**src/rtl/plab4_net_mux_arb_if.sv**
```systemverilog
// Handshake bundle for the two-domain merge stage: two val/rdy input streams
// and one shared val/rdy output channel carrying a domain tag.
interface plab4_net_mux_arb_if #(
    parameter int unsigned p_msg_cnbits = 32,
    parameter int unsigned p_msg_dnbits = 32
);
    logic                    in_val_d1;
    logic                    in_rdy_d1;
    logic [p_msg_cnbits-1:0] in_msg_control_d1;
    logic [p_msg_dnbits-1:0] in_msg_data_d1;

    logic                    in_val_d2;
    logic                    in_rdy_d2;
    logic [p_msg_cnbits-1:0] in_msg_control_d2;
    logic [p_msg_dnbits-1:0] in_msg_data_d2;

    logic                    out_val;
    logic                    out_rdy;
    logic                    out_domain;
    logic [p_msg_cnbits-1:0] out_msg_control;
    logic [p_msg_dnbits-1:0] out_msg_data;

    // Upstream producers and downstream consumer
    modport master (
        output in_val_d1, in_msg_control_d1, in_msg_data_d1,
        output in_val_d2, in_msg_control_d2, in_msg_data_d2,
        output out_rdy,
        input  in_rdy_d1, in_rdy_d2,
        input  out_val, out_domain, out_msg_control, out_msg_data
    );

    // The merge stage itself
    modport slave (
        input  in_val_d1, in_msg_control_d1, in_msg_data_d1,
        input  in_val_d2, in_msg_control_d2, in_msg_data_d2,
        input  out_rdy,
        output in_rdy_d1, in_rdy_d2,
        output out_val, out_domain, out_msg_control, out_msg_data
    );
endinterface

```
**src/rtl/plab4_net_mux_arb.sv**
```systemverilog
// Round-robin merge of domain D1/D2 message streams into a single-entry
// registered output buffer; empty buffer contents are held at zero.
module plab4_net_mux_arb #(
    parameter int unsigned p_msg_cnbits = 32,
    parameter int unsigned p_msg_dnbits = 32
) (
    input logic              clk,
    input logic              reset,
    plab4_net_mux_arb_if.slave bus
);

    logic                    full_q;
    logic                    last_q;
    logic                    buf_domain_q;
    logic [p_msg_cnbits-1:0] buf_control_q;
    logic [p_msg_dnbits-1:0] buf_data_q;

    logic gnt_val;
    logic gnt_dom;
    logic space;
    logic enq;

    // Grant depends only on valids and last, never on message fields
    always_comb begin
        gnt_val = bus.in_val_d1 || bus.in_val_d2;
        gnt_dom = (bus.in_val_d1 && bus.in_val_d2) ? !last_q : bus.in_val_d2;
        space   = !full_q || bus.out_rdy;
        enq     = gnt_val && space;
    end

    assign bus.in_rdy_d1 = enq && !gnt_dom;
    assign bus.in_rdy_d2 = enq && gnt_dom;

    always_ff @(posedge clk or negedge reset) begin
        if (!reset) begin
            full_q        <= 1'b0;
            last_q        <= 1'b1;
            buf_domain_q  <= 1'b0;
            buf_control_q <= '0;
            buf_data_q    <= '0;
        end else if (enq) begin
            full_q        <= 1'b1;
            last_q        <= gnt_dom;
            buf_domain_q  <= gnt_dom;
            buf_control_q <= gnt_dom ? bus.in_msg_control_d2 : bus.in_msg_control_d1;
            buf_data_q    <= gnt_dom ? bus.in_msg_data_d2 : bus.in_msg_data_d1;
        end else if (full_q && bus.out_rdy) begin
            // Drain with nothing behind it: scrub so no stale payload leaks
            full_q        <= 1'b0;
            buf_domain_q  <= 1'b0;
            buf_control_q <= '0;
            buf_data_q    <= '0;
        end
    end

    assign bus.out_val         = full_q;
    assign bus.out_domain      = buf_domain_q;
    assign bus.out_msg_control = buf_control_q;
    assign bus.out_msg_data    = buf_data_q;

endmodule

```
**src/flat_wrapper.sv**
```systemverilog
// flat-port wrapper written by rule: the top's interface ports become plain ports
module plab4_net_mux_arb_flat 
#(
    parameter int unsigned p_msg_cnbits = 32,
    parameter int unsigned p_msg_dnbits = 32
)
  (clk, reset, bus_in_val_d1, bus_in_msg_control_d1, bus_in_msg_data_d1, bus_in_val_d2, bus_in_msg_control_d2, bus_in_msg_data_d2, bus_out_rdy, bus_in_rdy_d1, bus_in_rdy_d2, bus_out_val, bus_out_domain, bus_out_msg_control, bus_out_msg_data);
  plab4_net_mux_arb_if #(.p_msg_cnbits(p_msg_cnbits), .p_msg_dnbits(p_msg_dnbits)) bus_i ();
  input logic clk;
  input logic reset;
  input wire logic [$bits(bus_i.in_val_d1)-1:0] bus_in_val_d1;
  input wire logic [$bits(bus_i.in_msg_control_d1)-1:0] bus_in_msg_control_d1;
  input wire logic [$bits(bus_i.in_msg_data_d1)-1:0] bus_in_msg_data_d1;
  input wire logic [$bits(bus_i.in_val_d2)-1:0] bus_in_val_d2;
  input wire logic [$bits(bus_i.in_msg_control_d2)-1:0] bus_in_msg_control_d2;
  input wire logic [$bits(bus_i.in_msg_data_d2)-1:0] bus_in_msg_data_d2;
  input wire logic [$bits(bus_i.out_rdy)-1:0] bus_out_rdy;
  output wire logic [$bits(bus_i.in_rdy_d1)-1:0] bus_in_rdy_d1;
  output wire logic [$bits(bus_i.in_rdy_d2)-1:0] bus_in_rdy_d2;
  output wire logic [$bits(bus_i.out_val)-1:0] bus_out_val;
  output wire logic [$bits(bus_i.out_domain)-1:0] bus_out_domain;
  output wire logic [$bits(bus_i.out_msg_control)-1:0] bus_out_msg_control;
  output wire logic [$bits(bus_i.out_msg_data)-1:0] bus_out_msg_data;
  assign bus_i.in_val_d1 = bus_in_val_d1;
  assign bus_i.in_msg_control_d1 = bus_in_msg_control_d1;
  assign bus_i.in_msg_data_d1 = bus_in_msg_data_d1;
  assign bus_i.in_val_d2 = bus_in_val_d2;
  assign bus_i.in_msg_control_d2 = bus_in_msg_control_d2;
  assign bus_i.in_msg_data_d2 = bus_in_msg_data_d2;
  assign bus_i.out_rdy = bus_out_rdy;
  assign bus_in_rdy_d1 = bus_i.in_rdy_d1;
  assign bus_in_rdy_d2 = bus_i.in_rdy_d2;
  assign bus_out_val = bus_i.out_val;
  assign bus_out_domain = bus_i.out_domain;
  assign bus_out_msg_control = bus_i.out_msg_control;
  assign bus_out_msg_data = bus_i.out_msg_data;
  plab4_net_mux_arb #(.p_msg_cnbits(p_msg_cnbits), .p_msg_dnbits(p_msg_dnbits)) u_core (.clk(clk), .reset(reset), .bus(bus_i));
endmodule
```
**config.mk**
```make
export PLATFORM = sky130hd
export DESIGN_NAME = plab4_net_mux_arb_flat
export DESIGN_NICKNAME = d
export VERILOG_FILES = /design/src/rtl/plab4_net_mux_arb_if.sv /design/src/rtl/plab4_net_mux_arb.sv /design/src/flat_wrapper.sv
export SDC_FILE = /design/constraint.sdc
export NUM_CORES = 1
export LEC_CHECK = 0
export ABC_AREA = 1
export CORE_ASPECT_RATIO = 0.5
export CORE_MARGIN = 2
export CORE_UTILIZATION = 39
export DETAILED_ROUTE_END_ITERATION = 6
export PLACE_DENSITY = 0.81
export SLEW_MARGIN = 25
export SYNTH_ARGS = -nofsm -noshare
export SYNTH_HDL_FRONTEND = slang
export SYNTH_SLANG_ARGS = --single-unit
```
**constraint.sdc**
```tcl
create_clock -name clk -period 1.5 [get_ports clk]
set_input_delay 0.3 -clock clk [delete_from_list [all_inputs] [get_ports clk]]
set_output_delay 0.3 -clock clk [all_outputs]
set_load 0.02 [all_outputs]
```
### Word-level counts from Yosys, hierarchy flattened

Index checks and enable logic that the tools add are counted.

* add/subtract/negate cells: 0
* $mul: 0
* div/mod/pow operators: 0
* order comparisons: 0
* equal/unequal tests: 0
* shifts and indexed selects: 0
* multiplexer cells: 9
* bitwise operators: 0
* reductions and logical operators: 11

Operators by type and width (count)
* $mux W32: 5
* $logic_and A1 B1 Y1: 5
* $mux W1: 4
* $logic_not A1 Y1: 3
* $logic_or A1 B1 Y1: 2
* $reduce_bool A2 Y1: 1

* flip-flop bits (word level): 67
* bits in latches: 0
* memory bits (writable): 0
* memory bits (read-only): 0
* input port bits: 133
* output and inout bits: 68
* word-level logic and storage cells: 25
* memories: 0

### Depth between registers and ports, before layout

Gate-level depths: netlist (run 1).

* depth in word-level cells: 4
* depth in mapped cells: 8
* mapped depth without buffers: 6

### Least setup slack after synthesis (run 1)

OpenSTA, ideal clock, no wires.

* path kind: reg2out
* start: reg u_core.last_q
* end: out bus_in_rdy_d1
* arrival time: 1259 ps
* data required time: 1200 ps
* path slack: -59 ps
* cell stages (with the launch flop): 7
* buffers on the path: 2
* cell sequence: dfstp_2 -> nand2_1 -> nand2_1 -> buf_4 -> buf_4 -> inv_1 -> nor2_1

* longest elaborated chain between the ends: 4

RTL lines
* from (decl): RTL line plab4_net_mux_arb.sv:13 `logic last_q;`
* from (signal assigned): RTL line plab4_net_mux_arb.sv:43 `last_q <= gnt_dom;`
* $logic_not A1 Y1: RTL line plab4_net_mux_arb.sv:26 `gnt_dom = (bus.in_val_d1 && bus.in_val_d2) ? !last_q : bus.in_val_d2;`
* $mux W1: RTL line plab4_net_mux_arb.sv:26
* $logic_not A1 Y1: RTL line plab4_net_mux_arb.sv:31 `assign bus.in_rdy_d1 = enq && !gnt_dom;`
* $logic_and A1 B1 Y1: RTL line plab4_net_mux_arb.sv:31
* to (decl): RTL line flat_wrapper.sv:18 `output wire logic [$bits(bus_i.in_rdy_d1)-1:0] bus_in_rdy_d1;`

No other way between the ends.

### Worst setup path after layout (run 1)

* start: in bus_out_rdy
* end: out bus_in_rdy_d1

* longest elaborated chain between the ends: 3

RTL lines
* from (decl): RTL line flat_wrapper.sv:17 `input wire logic [$bits(bus_i.out_rdy)-1:0] bus_out_rdy;`
* $logic_or A1 B1 Y1: RTL line plab4_net_mux_arb.sv:27 `space = !full_q || bus.out_rdy;`
* $logic_and A1 B1 Y1: RTL line plab4_net_mux_arb.sv:28 `enq = gnt_val && space;`
* $logic_and A1 B1 Y1: RTL line plab4_net_mux_arb.sv:31

No other way between the ends.

==> metrics.cfg, run 1 <==
[logic_synthesis]
synth_xor_area_frac=0
synth_area_leaders=dfrtp_1 (46%), nand2_1 (28%), nand3_1 (18%)
synth-edff-count=0
yosysTopAreaCellShare=0.462
ys_seq_area_frac=0.469
synth-simple-area-share=0.460
synth_top_family_by_area=simple AND/OR/NAND/NOR gates
netlist_area_um2=3580
ys_ff_latch=67
synth_area_leader_cell=dfrtp_1
synth-warning-count=0
synthAdderAreaFrac=0
synthArstFlopShare=1.00
ys_top_cells_by_count=nand2_1 (265), nand3_1 (129), dfrtp_1 (66)
synth_nets=641
syn_area_per_cell_um2=7.04
synthMuxAreaShare=0
synth_top_flop_cell=dfrtp_1
synth.lib_cells_used.distinct=13
netlist_instances=508
synth_most_common_cell=nand2_1
synth_compound_area_frac=0.00245

[run]
cap_violations=0

[placed_design]
numPortBuffers=200
place_ws_ns=-0.607
gp_congestion=0.759
dp_hpwl_um=8160

[clock_network]
clk_latency_ns=0.32
post_cts_buffers=0
htreeDepth=3
numClockSinks=67
cts.clk_slew.worst_paths_ns=0.05
cts_buffers=9
clockBufferDepth=2
cts_tree=done
cts_root_buf=clkbuf_16

[status]
violations=negative setup slack
status=finished with violations

[grt]
antenna_found_initial=0
grt_pass1_wl_um=19100
grt.total_usage=0.234
grt_overflow=0
grt_max_degree=65
grt_pass1_vias=3842

[power_and_ir_drop]
p_leak_nw=3.21
power_mw=6.19
p_per_area_nw_per_um2=1040
ir_drop_mv=0.723

[cells_and_area]
fin_nets=830
diodes=0
area_growth_pct=66.5
drive_above_1_share=0.0655
regArea_um2=1680
multi_input_area_um2=1690
nFillCells=763

[worst_setup_path]
critPathMaxStageDelay_ns=0.50
cp-end-kind=output pin
critPathTopFamily=buffers and inverters
path_cells=clkdlybuf4s50_1 -> inv_1 -> nand2_4 -> o21ai_4 -> nor2_2 -> buf_6
critPathArrivalTime_ns=1.30
worstSetupStartpointType=input port
rr_startpoint=u_core.last_q$_DFFE_PN1P_
reg2regPathDepth=7
r2r_end=u_core.bus.out_msg_data[4]$_DFFE_PN0P_
path_buf_inv=3
cp.depth=6
critical_path_required_ns=1.20
reg2reg_slack_ns=0.03
path_max_fanout=3
crit_slowest_cell=clkdlybuf4s50_1
worstSetupPathType=input port to output pin

[die]
fp.dieH_um=71.7
io_pins=201
core_area_um2=8800
start_util=0.406
rows=24
die_area_um2=10000
die_width_um=139

[routing]
vias=4007
drt_iter0_markers=256
post_drt_wl_per_cell_um=14.1
drt_drc_violations_left=0
ant_nets=0
drt-vias-per-instance=4.89
routed_wl_um=11500
drtPass1Iterations=4

[sta]
timing.slew.headroom=0.675
setup_viol=2
fmaxAchievable_mhz=627
rsz0062_at_grt=yes
setup_ws_ns=-0.0951
skew_ns=0.00399
finalHoldViolCount=0
min_period_ns=1.60
maxSlewViolCount=0
tightest_slew_ns=0.487
finalCritPeriodShare=1.06
holdWs_ns=0.401

[min_path]
holdPathEnd=u_core.last_q$_DFFE_PN1P_
hold_start=bus_in_val_d2
min_path_type=input port to flip-flop
hold_path_depth=5

kinds of logic (layout without fill, tap and decap cells):
family	after synthesis	count (layout)
and+or+nand+nor	395	395
DFF	67	67
buffers and inverters	45	239
AOI/OAI and AO/OA	1	1
sequential cells by signal, summed over array words and instances, names as in the netlist:
register                    flops
u_core.bus.out_msg_control     32
u_core.bus.out_val              1
u_core.bus.out_msg_data        32
u_core.bus.out_domain           1
u_core.last_q                   1
tightest hold or removal path, cell delays in order:
cell     delay, ns
buf_2         0.14
nand2_2       0.09
inv_2         0.05
nand2_4       0.07
nand2_1       0.06
per-layer routing:
layer,wire (µm),global-route usage,up-vias
met3,533,0.0568,20
met2,5950,0.409,98
met1,4840,0.294,1886
li1,-,-,2003
met4,221,0.0685,0
met5,0,0,-
how the worst max path moves through the flow:
stage / startpoint / to / slack [ns]
2_1_floorplan: u_core.last_q$_DFFE_PN1P_ / bus_in_rdy_d1 / 0.02
3_3_place_gp: bus_out_rdy / bus_in_rdy_d2 / -0.57
3_5_place_dp: bus_in_val_d1 / u_core.bus.out_msg_control[9]$_DFFE_PN0P_ / -0.61
4_1_cts: u_core.last_q$_DFFE_PN1P_ / bus_in_rdy_d2 / -0.13
5_1_grt: u_core.last_q$_DFFE_PN1P_ / bus_in_rdy_d2 / -0.15
6_report: bus_out_rdy / bus_in_rdy_d1 / -0.1
area by class of cell:
class / count / area share
clock buffer: 14 / 0.0443
tap: 117 / 0.0246
clock inverter: 2 / 0.00168
timing repair buffer: 219 / 0.362
sequential: 67 / 0.282
inverter: 4 / 0.00252
multi-input combinational: 396 / 0.283
layout by cell type, fill, tap and decap left out, drive strengths merged:
| cell | synthesis | layout |
|---|---|---|
| dfstp | 1 | 1 |
| nand3 | 129 | 129 |
| dfrtp | 66 | 66 |
| nor2 | 1 | 1 |
| clkdlybuf4s50 | 0 | 130 |
| clkinv | 0 | 2 |
| clkbuf | 3 | 15 |
| dlygate4sd3 | 0 | 1 |
| nand2 | 265 | 265 |
| dlygate4sd2 | 0 | 65 |
| inv | 4 | 4 |
| buf | 38 | 21 |
| o21ai | 1 | 1 |
| clkdlybuf4s15 | 0 | 1 |
through the flow:
stage | cells | util | setup TNS, ns | cell area [µm²]
detailed placement | 802 | 0.648 | -34.46 | 5700
global placement | 802 | 0.648 | -31.94 | 5700
global route | 819 | 0.677 | -4.13 | 5950
CTS | 819 | 0.672 | -4.78 | 5910
finish | 819 | 0.677 | -0.183 | 5950
floorplan | 508 | - | 0 | 3580
timing repair:
item	4_1_cts	5_1_grt
gates cloned	0	0
resized for setup	81	13
pin swaps	0	1
hold endpoints to repair	12	0
endpoints found under the setup margin	132	66
hold buffers	1	0
power breakdown:
group | internal, mW | leakage [nW] | switching [mW]
Clock | 1.20 | 0.137 | 0.701
Sequential | 2.09 | 0.844 | 0.142
Combinational | 0.896 | 2.23 | 1.16
No activity file was read; power rests on OpenSTA's default activity.
==> inputs of run 2 (changes only) <==
==> constraint.sdc (replaced) <==
create_clock -name clk -period 1.5 [get_ports clk]
set_input_delay 0.3 -clock clk [delete_from_list [all_inputs] [get_ports clk]]
set_output_delay 0.3 -clock clk [all_outputs]
set_load 0.005 [all_outputs]
==> run 2 against run 1 <==
  * The flow still finishes with violations (negative setup slack)
  * First-iteration DRC count down 23%
  * Combinational power down 15%
  * Via count up 0.22%
  * Global-route usage up 0.96 points
  * Sequential cell count unchanged
  * Utilization up 0.46 points
  * Non-clock buffer count up 2
  * Sequential share of layout area down 0.19 points
  * Highest routed layer unchanged
==> metrics.cfg, run 2 (synthesis results as in run 1) <==
[cells_and_area]
regArea_um2=1680  ; unchanged
fin_nets=832  ; +0.24%
layout_common_cells=nand2_1 (260), clkdlybuf4s50_1 (132), nand3_1 (129)
drive_above_1_share=0.0724  ; +0.00692
area_growth_pct=67.6
multi_input_area_um2=1680  ; -0.59%
nFillCells=784  ; +2.8%
diodes=0  ; unchanged
mostFrequentLayoutCell=nand2_1

[die]
io_pins=201  ; unchanged
core_area_um2=8800  ; unchanged
start_util=0.406  ; unchanged
rows=24  ; unchanged
die_width_um=139  ; unchanged
fp.dieH_um=71.7  ; unchanged
die_area_um2=10000  ; unchanged

[power_and_ir_drop]
power_mw=6.03  ; -2.5%
p_leak_nw=3.35  ; +4.1%
p_per_area_nw_per_um2=1010  ; -3.2%
ir_drop_mv=0.659  ; -8.9%

[sta]
rsz0062_at_grt=yes
setup_ws_ns=-0.0899  ; +0.00515 ns
min_period_ns=1.59  ; -0.00515 ns
setup_viol=2  ; unchanged
finalCritPeriodShare=1.06  ; -0.00343
maxSlewViolCount=0  ; unchanged
finalHoldViolCount=0  ; unchanged
fmaxAchievable_mhz=629  ; +0.32%
skew_ns=0.00508  ; +0.00109 ns
tightest_slew_ns=0.477  ; -0.0107 ns
timing.slew.headroom=0.682  ; +0.00711
holdWs_ns=0.480  ; +0.0783 ns

[grt]
grt_pass1_vias=3951  ; +2.8%
grt_use_met2=0.427  ; +0.0180
grt_max_degree=68  ; +4.6%
grt_pass1_wl_um=19500  ; +2.3%
use_met1=0.296  ; +0.00260
top_usage_layer=met2
grt_overflow=0  ; unchanged
grt_util_met3=0.0555  ; -0.00134
antenna_found_initial=0  ; unchanged
grt.total_usage=0.244  ; +0.00962

[clock_network]
htreeDepth=3  ; unchanged
cts_tree=done
cts.clk_slew.worst_paths_ns=0.06  ; about the same
clockBufferDepth=2  ; unchanged
cts_buffers=9  ; unchanged
clk_latency_ns=0.33  ; about the same
cts_root_buf=clkbuf_16
numClockSinks=67  ; unchanged

[routing]
post_drt_wl_per_cell_um=14.3  ; +1.7%
vias=4016  ; +0.22%
drt_drc_violations_left=0  ; unchanged
drt_iter0_markers=198  ; -23%
routed_wl_um=11800  ; +2.0%
drtPass1Iterations=5  ; +1
drt-vias-per-instance=4.89  ; about the same
ant_nets=0  ; unchanged

[worst_setup_path]
path_buf_inv=3  ; unchanged
critPathArrivalTime_ns=1.29  ; about the same
critPathMaxStageDelay_ns=0.54  ; +0.04 ns
crit_slowest_cell=dfstp_2
path_cells=nand2_2 -> nand2_2 -> inv_2 -> nand2_2 -> inv_2 -> buf_2
critPathTopFamily=flip-flops
cp-end-kind=output pin
worstSetupPathType=flip-flop to output pin
path_max_fanout=2  ; -1
worstSetupStartpointType=flip-flop
critical_path_required_ns=1.20  ; about the same
critPathMostFrequentCell=nand2_2

[placed_design]
gp_congestion=0.787  ; +3.6%
dp_hpwl_um=8200  ; +0.54%
numPortBuffers=200  ; unchanged

[run]
cap_violations=0  ; unchanged

[status]
violations=negative setup slack
status=finished with violations

[min_path]
min_path_type=input port to flip-flop

## run 2: where the power goes
group	leakage, nW	total, mW	internal, mW	switching [mW]
clock network	0.141	2.05	1.28	0.772
logic	2.36	1.75	0.913	0.839
registers	0.844	2.23	2.09	0.144
total	3.35	6.03	4.28	1.76
## run 2: worst paths after layout
path,endpoint,slack (ns),start,cells past startpoint
setup / recovery,bus_in_rdy_d2,-0.09,u_core.last_q$_DFFE_PN1P_,6
setup reg to reg,u_core.bus.out_msg_data[29]$_DFFE_PN0P_,0.02,u_core.last_q$_DFFE_PN1P_,7
hold / removal,u_core.last_q$_DFFE_PN1P_,0.48,bus_in_val_d2,5
min in group asynchronous,u_core.bus.out_msg_control[22]$_DFFE_PN0P_,0.49,reset,3
max in group asynchronous,u_core.last_q$_DFFE_PN1P_,0.66,reset,3
hold reg to reg,u_core.last_q$_DFFE_PN1P_,0.49,u_core.last_q$_DFFE_PN1P_,2
## run 2: worst reg2reg max path: cells and delay by family (launching register included)
kind	cells	cell delay, ns
and+or+nand+nor	6	0.48
buffers and inverters	1	0.39
DFF	1	0.54
## run 2: per-layer routing
| metal | share of wire | vias to the layer above |
|---|---|---|
| met2 | 0.51 | 108 |
| met3 | 0.044 | 31 |
| met1 | 0.41 | 1874 |
| met5 | 0 | - |
| met4 | 0.029 | 0 |
| li1 | - | 2003 |
## run 2: through the flow
stage,cells,TNS (ns),instance area [µm²],worst slack [ns],util
after floorplan,508,0,3580,0.112,-
after global placement,802,-20.78,5680,-0.464,0.646
after detailed placement,802,-23.21,5680,-0.487,0.646
after CTS,820,-0.168,5930,-0.0775,0.674
after global routing,821,-3.32,5990,-0.134,0.681
final,821,-0.169,5990,-0.0899,0.681
## run 2: final cells by class
class                           count  share of cell area
Clock buffer                        9              0.0376
Tap cell                          117              0.0244
Clock inverter                      7              0.0115
Inverter                            4             0.00250
Sequential cell                    67               0.280
Multi-Input combinational cell    396               0.279
Timing Repair Buffer              221               0.365
## run 2: what timing repair did
action	4_1_cts	5_1_grt
resized for setup	63	20
endpoints found under the hold margin	27	0
endpoints found under the setup margin	116	80
hold buffers	1	0
pin swaps	1	0
buffers inserted	2	1
